### src/rtl/game_flow_ctrl.sv
// game_flow_ctrl
// Top-level sequencer for the score/level datapath.
//   - Game FSM: IDLE, RUN, PAUSE, ADJ (level adjust), WON, LOST.
//   - Drives the score/level block controls: i_pause, adj, score, score_clr.
//   - Queues obstacle-cleared events and releases them as score pulses that
//     are separated by at least one idle cycle.
//   - Free-running display refresh tick and a blink enable for ADJ/LOST.
//
// Handshake/pulse semantics: every *_pulse style input (btn_start, btn_pause,
// obstacle_pass, collide) is a single-cycle strobe sampled on the rising clock
// edge; there is no ready/back-pressure. Outputs score, score_clr and
// disp_cycle are single-cycle strobes.
//
// Ports:
//   clk, rst        clock, synchronous active-high reset
//   btn_start       start / acknowledge pulse
//   btn_pause       pause toggle pulse
//   sw_adj          level-adjust switch (level)
//   obstacle_pass   one pulse per obstacle cleared
//   collide         player-hit pulse
//   level_done      level finished flag (level)
//   i_pause         high in PAUSE or ADJ
//   adj             high in ADJ
//   score           one-cycle score pulse
//   score_clr       one-cycle clear of the score/level block
//   disp_cycle      one-cycle display refresh tick
//   blank           blink enable, 1 = digits dark
//   lose            high in LOST
//   state           encoded FSM state (debug/observation)
module game_flow_ctrl #(
    parameter int unsigned REFRESH_DIV = 100000,
    parameter int unsigned BLINK_DIV   = 25000000,
    parameter int unsigned PEND_W      = 3
) (
    input  logic       clk,
    input  logic       rst,
    input  logic       btn_start,
    input  logic       btn_pause,
    input  logic       sw_adj,
    input  logic       obstacle_pass,
    input  logic       collide,
    input  logic       level_done,
    output logic       i_pause,
    output logic       adj,
    output logic       score,
    output logic       score_clr,
    output logic       disp_cycle,
    output logic       blank,
    output logic       lose,
    output logic [2:0] state
);

    typedef enum logic [2:0] {
        ST_IDLE  = 3'd0,
        ST_RUN   = 3'd1,
        ST_PAUSE = 3'd2,
        ST_ADJ   = 3'd3,
        ST_WON   = 3'd4,
        ST_LOST  = 3'd5
    } state_t;

    localparam int unsigned RW = (REFRESH_DIV > 1) ? $clog2(REFRESH_DIV) : 1;
    localparam int unsigned BW = (BLINK_DIV > 1) ? $clog2(BLINK_DIV) : 1;
    localparam logic [RW-1:0]     REF_LAST  = RW'(REFRESH_DIV - 1);
    localparam logic [BW-1:0]     BLK_LAST  = BW'(BLINK_DIV - 1);
    localparam logic [PEND_W-1:0] PEND_MAX  = {PEND_W{1'b1}};

    state_t            state_q;
    state_t            state_d;
    logic [PEND_W-1:0] pend_q;
    logic              gap_q;
    logic              rst_seen_q;
    logic              score_clr_q;
    logic [RW-1:0]     ref_q;
    logic [BW-1:0]     blk_q;
    logic              blank_q;

    logic emit;
    logic inc;
    logic keep_pend;
    logic blink_zone;

    // Next-state logic
    always_comb begin
        state_d = ST_IDLE;
        case (state_q)
            ST_IDLE:  state_d = btn_start ? ST_RUN : ST_IDLE;
            ST_RUN: begin
                if (collide)         state_d = ST_LOST;
                else if (level_done) state_d = ST_WON;
                else if (btn_pause)  state_d = ST_PAUSE;
                else                 state_d = ST_RUN;
            end
            // sw_adj has priority, so btn_pause is ignored while it is set
            ST_PAUSE: begin
                if (sw_adj)          state_d = ST_ADJ;
                else if (btn_pause)  state_d = ST_RUN;
                else                 state_d = ST_PAUSE;
            end
            ST_ADJ:   state_d = sw_adj ? ST_ADJ : ST_PAUSE;
            ST_WON:   state_d = btn_start ? ST_IDLE : ST_WON;
            ST_LOST:  state_d = btn_start ? ST_IDLE : ST_LOST;
            default:  state_d = ST_IDLE;
        endcase
    end

    // A collide in the same cycle suppresses both the emit and the increment.
    assign emit = (state_q == ST_RUN) && (pend_q != '0) && !gap_q && !collide;
    // At saturation an increment is only taken when an emit frees a slot.
    assign inc  = (state_q == ST_RUN) && obstacle_pass && !collide &&
                  ((pend_q != PEND_MAX) || emit);
    // The queue survives only RUN/PAUSE/ADJ; any other destination empties it.
    assign keep_pend  = (state_d == ST_RUN) || (state_d == ST_PAUSE) ||
                        (state_d == ST_ADJ);
    assign blink_zone = (state_d == ST_ADJ) || (state_d == ST_LOST);

    always_ff @(posedge clk) begin
        if (rst) begin
            state_q     <= ST_IDLE;
            pend_q      <= '0;
            gap_q       <= 1'b0;
            rst_seen_q  <= 1'b1;
            score_clr_q <= 1'b0;
            ref_q       <= '0;
            blk_q       <= '0;
            blank_q     <= 1'b0;
        end else begin
            state_q    <= state_d;
            rst_seen_q <= 1'b0;
            // Clear pulse on the first cycle out of reset or back into IDLE
            // from an end-of-game state.
            score_clr_q <= rst_seen_q ||
                           (((state_q == ST_WON) || (state_q == ST_LOST)) && btn_start);

            if (!keep_pend)
                pend_q <= '0;
            else if (inc && !emit)
                pend_q <= pend_q + PEND_W'(1);
            else if (emit && !inc)
                pend_q <= pend_q - PEND_W'(1);
            gap_q <= emit;

            ref_q <= (ref_q == REF_LAST) ? '0 : ref_q + RW'(1);

            if (!blink_zone || (state_d != state_q)) begin
                // Outside ADJ/LOST, or entering one of them: restart dark-free.
                blk_q   <= '0;
                blank_q <= 1'b0;
            end else if (blk_q == BLK_LAST) begin
                blk_q   <= '0;
                blank_q <= ~blank_q;
            end else begin
                blk_q <= blk_q + BW'(1);
            end
        end
    end

    assign state      = state_q;
    assign i_pause    = (state_q == ST_PAUSE) || (state_q == ST_ADJ);
    assign adj        = (state_q == ST_ADJ);
    assign lose       = (state_q == ST_LOST);
    assign score      = emit;
    assign score_clr  = score_clr_q;
    assign disp_cycle = (ref_q == REF_LAST);
    assign blank      = blank_q;

endmodule
### config.mk
export PLATFORM = sky130hd
export DESIGN_NAME = game_flow_ctrl
export DESIGN_NICKNAME = d
export VERILOG_FILES = /design/src/rtl/game_flow_ctrl.sv
export SDC_FILE = /design/constraint.sdc
export NUM_CORES = 1
export LEC_CHECK = 0
export BUFFER_PORTS_ARGS = -buffer_cell sky130_fd_sc_hd__buf_2
export CORE_AREA = 3 3 70 72
export DETAILED_ROUTE_END_ITERATION = 8
export DIE_AREA = 0 0 73 75
export PLACE_DENSITY = 0.76
export RECOVER_POWER = 100
export SLEW_MARGIN = 15
export SYNTH_ARGS = -nofsm -noshare
export SYNTH_HDL_FRONTEND = slang
export SYNTH_SLANG_ARGS = --single-unit
### constraint.sdc
create_clock -name clk -period 2.8 [get_ports clk]
set_input_delay 0.14 -clock clk [delete_from_list [all_inputs] [get_ports clk]]
set_output_delay 0.14 -clock clk [all_outputs]
set_load 0.02 [all_outputs]
==> results of run 1 <==
==> worst max-delay path, delay by kind of cell (launching register included) <==
kind	cells	cell delay, ns
AO/OA/AOI/OAI	1	0.23
adder cells (fa/ha/maj)	1	0.21
flip-flops	1	0.38
AND/OR/NAND/NOR	3	1.37
==> report_power, final <==
group	switching, uW	internal [uW]	total, uW
Sequential	11.4	748	760
Clock	233	201	434
Combinational	39.6	27.6	67.2
Total	284	977	1260
==> cell usage after synthesis (2+ instances only) <==
master and n:
nand2_1 14, or3_1 4, xnor2_1 20, nand3_1 11, mux2_2 2, clkbuf_1 7, nor4bb_1 3, o21a_1 2
ha_1 3, xor2_1 8, nor2b_1 2, nor3b_1 4, a21oi_1 4, or4_1 11, nor2_1 28, a211oi_2 4
and3_1 3, o21ai_0 7, or4_4 2, o31ai_1 9, and4_1 3, nor3_1 25, a211oi_1 7, nor4_1 6
dfxtp_1 52, inv_1 9, nand4_1 10, buf_6 2
==> cell usage in the layout, fill, tap and decap left out, drive strengths merged, types with 2 or more instances in the layout <==
| cell | instances |
|---|---|
| or3 | 5 |
| buf | 8 |
| nor2b | 2 |
| o21a | 2 |
| xor2 | 8 |
| nor3 | 25 |
| dfxtp | 52 |
| o31ai | 9 |
| a211oi | 11 |
| and4 | 3 |
| nand2 | 14 |
| nor2 | 28 |
| o21ai | 7 |
| nor4bb | 3 |
| mux2 | 2 |
| nand3 | 12 |
| ha | 3 |
| and3 | 3 |
| nor4 | 6 |
| a21oi | 4 |
| or4 | 13 |
| inv | 9 |
| nor3b | 4 |
| clkbuf | 19 |
| nand4 | 11 |
| xnor2 | 20 |
==> worst max-delay path by stage <==
stage	startpoint	cells past startpoint	to	slack (ns)
2_1_floorplan	state[1]	6	blk_q[10]	0.51
3_3_place_gp	state[1]	8	pend_q[1]	0.68
3_5_place_dp	state[1]	10	pend_q[2]	0.60
4_1_cts	state[1]	8	pend_q[1]	0.59
5_1_grt	blk_q[0]	5	blk_q[24]	0.36
6_report	blk_q[0]	5	blk_q[24]	0.54
==> flip-flops by register name, indices dropped and copies added (netlist names) <==
name,count
blk_q,25
ref_q,17
pend_q,3
state,3
blank,1
gap_q,1
rst_seen_q,1
score_clr,1
==> kinds of logic after synthesis <==
family                   share of synthesized area
buffers and inverters                       0.0349
adder cells (fa/ha/maj)                     0.0229
XOR/XNOR                                    0.0977
AO/OA/AOI/OAI                                0.116
AND/OR/NAND/NOR                              0.301
multiplexers                                0.0130
flip-flops                                   0.415
==> layout make-up <==
cell class,instances,area share
repair buffers,20,0.0339
flip-flops and latches,52,0.387
multi-input cells,207,0.508
well taps,52,0.0242
inverters,9,0.0126
clock inverters,1,0.00279
clock buffers,7,0.0321
==> per-stage QoR <==
| stage | power [uW] | worst slack [ns] |
|---|---|---|
| after floorplan | 822 | 0.514 |
| after global placement | 844 | 0.678 |
| after detailed placement | 846 | 0.603 |
| after CTS | 1280 | 0.586 |
| after global routing | 1310 | 0.357 |
| final | 1260 | 0.536 |
==> routing by layer <==
layer	up-vias	track usage
met5	-	0
met4	0	0.0615
met3	5	0.0401
met2	36	0.275
met1	973	0.241
li1	1063	-
==> results_dict.tcl, run 1 <==
set metrics [dict create \
    whs_ns 0.0783 \
    run_status "completed" \
    drtIter0Drc 102 \
    tritoncts "done" \
    crit_chain "ha_1, nand2_1, or4_1, or4_1, a211oi_1" \
    met3_length_um 177 \
    root_buffer "clkbuf_8" \
    area_growth_pct 7.23 \
    fmax_mhz 442 \
    whs_path_depth 1 \
    crit_top_cell "or4_1" \
    p_leak_uw 0.000802 \
    synth_area_leaders "dfxtp_1, xnor2_1, nor3_1, nor2_1, or4_1" \
    yosys.area.top_type "dfxtp_1" \
    portBuffers 17 \
    wirelength_um 4590 \
    cts_resized 0 \
    routed.top_layer "met4" \
    cp_data_arrival_time_ns 2.49 \
    seqCellArea_um2 1040 \
    h-tree-depth 2 \
    final_cells 348 \
    hold_start "rst" \
    ys_seq_area_frac 0.415 \
    n_antenna_cell 0 \
    multi_input_area_um2 1370 \
    cts.path.max_buffers 2 \
    cts.reportedPaths.clkPinSlew_ns 0.09 \
    worstHoldEndpoint "rst_seen_q" \
    slew_viol_final 0 \
    grt_pass1_vias 1779 \
    syn_area_um2 2510 \
    synthDistinctLibCells 44 \
    die_h_um 75 \
    met1_length_um 2300 \
    final_cell_area_um2 2690 \
    hold_viol 0 \
    startpoint_type "flop" \
    min_period_ns 2.26 \
    rr_worst_depth 5 \
    slew_headroom 0.608 \
    worstMarginPinSlew_ns 0.585 \
    antenna_found_initial 0 \
    via_count 2077 \
    finalCritPeriodShare 0.808 \
    synth_edf_count 0 \
    rows 24 \
    routabilityCongestion 0.852 \
    coreArea_um2 4350 \
    die-width_um 73 \
    die-area_um2 5480 \
    cts_made_buffers 5 \
    p_per_area_nw_per_um2 469 \
    vdd_drop_max_v 0.000264 \
    yosys.area.top_type_share 0.415 \
    routed-wl-met2_um 2050 \
    r2r_slack_ns 0.54 \
    hold_buffers 0 \
    fin_util 0.618 \
    post-dp-hpwl_um 3260 \
    clock_latency_ns 0.30 \
    pin_count 18 \
    detail-route-antenna-nets 0 \
    crit_fanout 11 \
    drive_gt1_frac 0.0845 \
    grt_first_pass_wirelength_um 7770 \
    hold_path_class "in2reg" \
    tns_ns 0 \
    cp-end-kind "flop" \
    cpPeakStageDelay_ns 0.72 \
    cts_num_sinks 52 \
    routedWlPerCell_um 13.2 \
    drc_errors 0 \
    viasPerCell 5.97 \
    first_pass_iters 4 \
    maxCapViolCount 0 \
    grt_max_degree 27 \
    r2r_start "blk_q[0]" \
    post_dp_cell_area_um2 2640 \
    r2r_end "blk_q[24]" \
    critPathRequiredTime_ns 3.02 \
    track_usage 0.176 \
    yosys_warnings 0 \
    skew_ns 0.0110 \
    initial_core_util 0.576 \
    fillCellCount 394 \
    syn-instance-count 278 \
    ys_async_sr_fraction 0 \
    ys_dominant_reg_cell "dfxtp_1" \
    dp.cells 340 \
    cp_slowest_cell "or4_1" \
    overflow 0 \
    synth.avg_cell_area_um2 9.03 \
    postCtsSetupBuffers 0 \
    finalSetupViolCount 0 \
    mappedNetlistNets 290 \
    rsz0062_at_grt "no" \
    ys_seq_elements 52 \
    nNetsFinal 307 \
    path_class "reg2reg" \
]
Power figures use the tool's default switching activity.
==> inputs of run 2 (changes only) <==
Settings changed: ABC_AREA set to 1, CORE_AREA 3 3 70 72 to 3 3 75 77, DIE_AREA 0 0 73 75 to 0 0 78 80.
Clock period 2.8 ns to 2.1 ns, I/O delays scaled along.
==> run 2 against run 1 <==
Power increased by 38%. Synthesized cell count increased by 47%. Flip-flop and latch count is the same. Global-route usage grew 0.74 points. Wire length increased by 15%. Sequential power up 33%. Core utilization grew 2.1 points. First-iteration DRC count rose by 27%. Clock-buffer cell count fell by 1. Critical path type unchanged.
==> results_dict.tcl, run 2 <==
set metrics [dict create \
    cp_data_arrival_time_ns 2.19 \
    overflow 0 \
    r2r_slack_ns 0.1 \
    ys_seq_elements 52 \
    hold_viol 0 \
    portBuffers 17 \
    final_cells 507 \
    drive_gt1_frac 0.176 \
    routed-wl-met2_um 2380 \
    synth.avg_cell_area_um2 7.22 \
    layout_commonest_cell "nand2_1" \
    grt_first_pass_wirelength_um 9300 \
    initial_core_util 0.582 \
    drtIter0Drc 130 \
    largest_reg_flops 25 \
    yosys.area.top_type "dfxtp_1" \
    skew_ns 0.0143 \
    clock_latency_ns 0.30 \
    met1_length_um 2620 \
    reg.largest.list "blk_q x25, ref_q x17" \
    fmax_mhz 500 \
    tns_ns 0 \
    ys_async_sr_fraction 0 \
    run_status "completed" \
    cts_num_sinks 52 \
    antenna_found_initial 0 \
    slew_headroom 0.646 \
    die-area_um2 6240 \
    ys_seq_area_frac 0.353 \
    rows 26 \
    root_buffer "clkbuf_8" \
    routedWlPerCell_um 10.4 \
    final_cell_mix "nand2_1, nor2_1, dfxtp_1, inv_1, nand3_1" \
    startpoint_type "flop" \
    cts_made_buffers 5 \
    crit_fanout 5 \
    nNetsFinal 448 \
    layout_setup_ws_ns 0.0992 \
    dp_worst_setup_slack_ns 0.00552 \
    syn-instance-count 409 \
    area_growth_pct 9.96 \
    finalSetupViolCount 0 \
    routabilityCongestion 0.917 \
    hold_start "btn_pause" \
    first_pass_iters 4 \
    rr_worst_depth 12 \
    n_antenna_cell 0 \
    yosys.area.top_type_share 0.353 \
    maxCapViolCount 0 \
    rsz0062_at_grt "yes" \
    mappedNetlistNets 421 \
    yosysMostFrequentCell "nand2_1" \
    die-width_um 78 \
    pin_count 18 \
    worstMarginPinSlew_ns 0.530 \
    ys_dominant_reg_cell "dfxtp_1" \
    r2r_start "state[1]" \
    whs_path_depth 5 \
    regMostFlops "blk_q" \
    synth_common_cells "nand2_1, nor2_1, dfxtp_1" \
    track_usage 0.184 \
    tritoncts "done" \
    via_count 2485 \
    h-tree-depth 2 \
    grt_max_degree 16 \
    synth_area_leaders "dfxtp_1, nand2_1, nor2_1, nor2_4, inv_1" \
    cts.reportedPaths.clkPinSlew_ns 0.08 \
    drc_errors 0 \
    post-dp-hpwl_um 4080 \
    min_period_ns 2.00 \
    p_per_area_nw_per_um2 535 \
    path_class "reg2reg" \
    finalCritPeriodShare 0.953 \
    yosys_warnings 0 \
    coreArea_um2 5070 \
    detail-route-antenna-nets 0 \
    worstHoldEndpoint "state[1]" \
    cts.path.max_buffers 2 \
    viasPerCell 4.90 \
    critPathRequiredTime_ns 2.29 \
    dp.cells 498 \
    vdd_drop_max_v 0.000276 \
    cp-end-kind "flop" \
    die_h_um 80 \
    synth_edf_count 0 \
    slew_viol_final 0 \
    syn_area_um2 2950 \
    wirelength_um 5280 \
    fin_util 0.640 \
    synthDistinctLibCells 32 \
    met3_length_um 198 \
    p_leak_uw 0.00119 \
    grt_pass1_vias 2255 \
    routed.top_layer "met4" \
    r2r_end "pend_q[2]" \
    hold_path_class "in2reg" \
]
[run 2: changes by cell type after synthesis, sizes merged, moves of 5 or more]
cell    previous run  this run
inv                9        54
nor3              25        10
or4               13         0
clkbuf             7         0
nand3             12        29
nand2             14        98
nor4               6         0
xnor2             20         8
xor2               8        16
o31ai              9         0
a211oi            11         0
or3                5         0
nor2              28       102
[run 2: logic make-up (layout without fill, tap and decap cells)]
kind of cell             count (synthesis)  count (layout)  share of synthesized area
AND/OR/NAND/NOR                        252             252                      0.430
buffers and inverters                   59              87                     0.0907
flip-flops                              52              52                      0.353
XOR/XNOR                                24              24                     0.0712
AO/OA/AOI/OAI                           17              17                     0.0322
adder cells (fa/ha/maj)                  4               4                     0.0195
multiplexers                             1               1                    0.00339
[run 2: where the power goes]
group	leakage [uW]	switching, uW	internal (uW)
Sequential	0.000421	9.98	998
Clock	0.0000510	324	264
Combinational	0.000720	89.5	52.7
Total	0.00119	423	1310
[run 2: area by class of cell]
cell class	count	area [um2]
Clock buffer	6	82.6
Clock inverter	2	10.0
Fill cell	493	1830
Inverter	55	211
Multi-Input combinational cell	298	1670
Sequential cell	52	1040
Tap cell	70	87.6
Timing Repair Buffer	24	146
[run 2: metal layers]
layer	up-vias	global-route usage
met1	1115	0.236
met2	45	0.312
met4	0	0.0594
met5	-	0
met3	6	0.0339
li1	1319	-
[run 2: repair_timing]
item | in CTS | in global routing
buffers inserted | 1 | 0
setup endpoints to repair | 1 | 1
resized for setup | 0 | 7
pin swaps | 0 | 2
hold buffers | 0 | 0
[run 2: how the worst max path moves through the flow]
stage	end	slack, ns	from
2_1_floorplan	pend_q[1]	0.01	state[1]
3_3_place_gp	pend_q[2]	0.12	state[1]
3_5_place_dp	pend_q[2]	0.006	state[1]
4_1_cts	pend_q[2]	0.05	state[0]
5_1_grt	pend_q[2]	-0.03	state[1]
6_report	pend_q[2]	0.1	state[1]
[run 2: critical path, cell delays in order, from the launching register on]
cell and delay (ns):
dfxtp_1 0.32, inv_2 0.08, nand2_4 0.06, nor2_4 0.16, nand3_2 0.09, a41oi_2 0.17
ha_2 0.19, inv_1 0.07, fa_2 0.34, a21oi_1 0.15, o21ai_1 0.09, xor2_1 0.14
nor2_1 0.06
[run 2: through the flow]
stage	power (uW)	area (um2)	hold slack, ns
after floorplan	1130	2950	0.133
after global placement	1170	3130	0.371
after detailed placement	1170	3130	0.368
after CTS	1760	3230	0.0440
after global routing	1810	3250	0.182
final	1740	3250	0.178
==> inputs of run 3 (changes only) <==
Settings changed: CORE_AREA 3 3 75 77 to 3 3 90 92, DIE_AREA 0 0 78 80 to 0 0 93 95, PLACE_DENSITY 0.76 to 0.56.
==> run 3 against run 2 <==
Clock power down 1%. Die area up 42%. Register-to-register slack better by 0.03 ns. Sequential power about the same. Wire length up 3.9%. Global-route usage down 4.8 points. Critical endpoint unchanged.
==> results_dict.tcl, run 3 (same netlist as run 2, synthesis figures left out) <==
set metrics [dict create \
    coreArea_um2 7290 \
    clock_latency_ns 0.30 \
    drtIter0Drc 116 \
    cp_data_arrival_time_ns 2.17 \
    largest_reg_flops 25 \
    dp_worst_setup_slack_ns 0.0281 \
    busiest_layer "met2" \
    cts_num_sinks 52 \
    path_delay_family "adder cells" \
    finalSetupViolCount 0 \
    min_period_ns 1.97 \
    layout_commonest_cell "nand2_1" \
    cts.reportedPaths.clkPinSlew_ns 0.09 \
    run_status "completed" \
    overflow 0 \
    cts.path.max_buffers 2 \
    pin_count 18 \
    total_power_uw 1740 \
    viasPerCell 4.60 \
    layout_setup_ws_ns 0.129 \
    cp_slowest_cell "fa_2" \
    crit_top_cell "inv_2" \
    p_leak_uw 0.00121 \
    fin_util 0.456 \
    antenna_found_initial 0 \
    root_buffer "clkbuf_8" \
    reg.largest.list "blk_q x25, ref_q x17" \
    cp-end-kind "flop" \
    post-dp-hpwl_um 4190 \
    drive_gt1_frac 0.186 \
    hold_viol 0 \
    fmax_mhz 507 \
    grt_max_degree 16 \
    regMostFlops "blk_q" \
    h-tree-depth 2 \
    routedWlPerCell_um 10.2 \
    detail-route-antenna-nets 0 \
    rows 31 \
    tritoncts "done" \
    cpPeakStageDelay_ns 0.36 \
    nNetsFinal 452 \
    via_count 2484 \
    rsz0062_at_grt "yes" \
    drc_errors 0 \
    routabilityCongestion 0.802 \
    slew_viol_final 0 \
    r2r_start "state[1]" \
    use_met2 0.232 \
    use_met1 0.171 \
    skew_ns 0.00499 \
    initial_core_util 0.405 \
    n_antenna_cell 0 \
    track_usage 0.136 \
    cts_made_buffers 5 \
    finalCritPeriodShare 0.939 \
    worstMarginPinSlew_ns 0.536 \
    maxCapViolCount 0 \
    slew_headroom 0.643 \
    hold_start "btn_pause" \
    p_per_area_nw_per_um2 523 \
    portBuffers 17 \
    die_h_um 95 \
    hold_path_class "in2reg" \
    crit_fanout 4 \
    startpoint_type "flop" \
    grt_use_met3 0.0287 \
    path_class "reg2reg" \
    critPathRequiredTime_ns 2.30 \
    crit_chain "inv_2, nand2_4, nor2_4, nand3_2, a41oi_2, ha_2, inv_2, fa_2, a21oi_2, o21ai_1, xor2_1, nor2_1" \
    final_cell_mix "nand2_1, nor2_1, dfxtp_1, inv_1, nand3_1" \
    grt_first_pass_wirelength_um 9760 \
    die-area_um2 8840 \
    wirelength_um 5480 \
    critPathLaunch "state[1]" \
    whs_ns 0.173 \
    die-width_um 93 \
    first_pass_iters 4 \
    grt_pass1_vias 2312 \
    crit_buf_inv 2 \
    vdd_drop_max_v 0.000231 \
    area_growth_pct 12.7 \
]
run 3: cell types whose count changed in the layout (fill, tap and decap cells not counted), sizes merged:
| cell | delta |
|---|---|
| buf | +3 |
| clkbuf | +1 |
run 3: layout make-up:
class / count / area [um2]
fillers: 768 / 3970
multi-input cells: 298 / 1670
flip-flops and latches: 52 / 1040
inverters: 55 / 211
repair buffers: 28 / 188
well taps: 99 / 124
clock buffers: 6 / 82.6
clock inverters: 2 / 10.0
run 3: what timing repair did:
| item | CTS | global route |
|---|---|---|
| hold buffers | 0 | 0 |
| setup endpoints to repair | 0 | 1 |
| endpoints found under the hold margin | 0 | 0 |
| buffers inserted | 0 | 5 |
| gates resized for setup | 0 | 9 |
run 3: final timing paths:
check             slack [ns]  depth (start not counted)         to
hold reg to reg         0.45                          1   ref_q[0]
setup / recovery        0.13                         12  pend_q[2]
hold / removal          0.17                          5   state[1]
setup reg to reg        0.13                         12  pend_q[2]
run 3: routing by layer:
metal,part of all wire,vias up,wire length (um)
met5,0,-,0
li1,-,1322,-
met1,0.48,1118,2640
met3,0.047,5,256
met4,0.013,0,70
met2,0.46,39,2520
run 3: per-stage QoR:
stage	instance area, um2	setup TNS [ns]	cells
after floorplan	2950	0	409
after global placement	3180	0	527
after detailed placement	3180	0	527
after CTS	3270	0	535
after global routing	3330	-0.0629	540
final	3330	0	540
run 3: tightest hold or removal path, stage by stage:
cell and delay, ns:
buf_2 0.10, nand3_1 0.07, nand2_1 0.07, nand2_1 0.06, inv_1 0.04
run 3: power by group:
part           internal [uW]  switching [uW]
registers                998            9.92
clock network            264             316
logic                   60.1            92.4
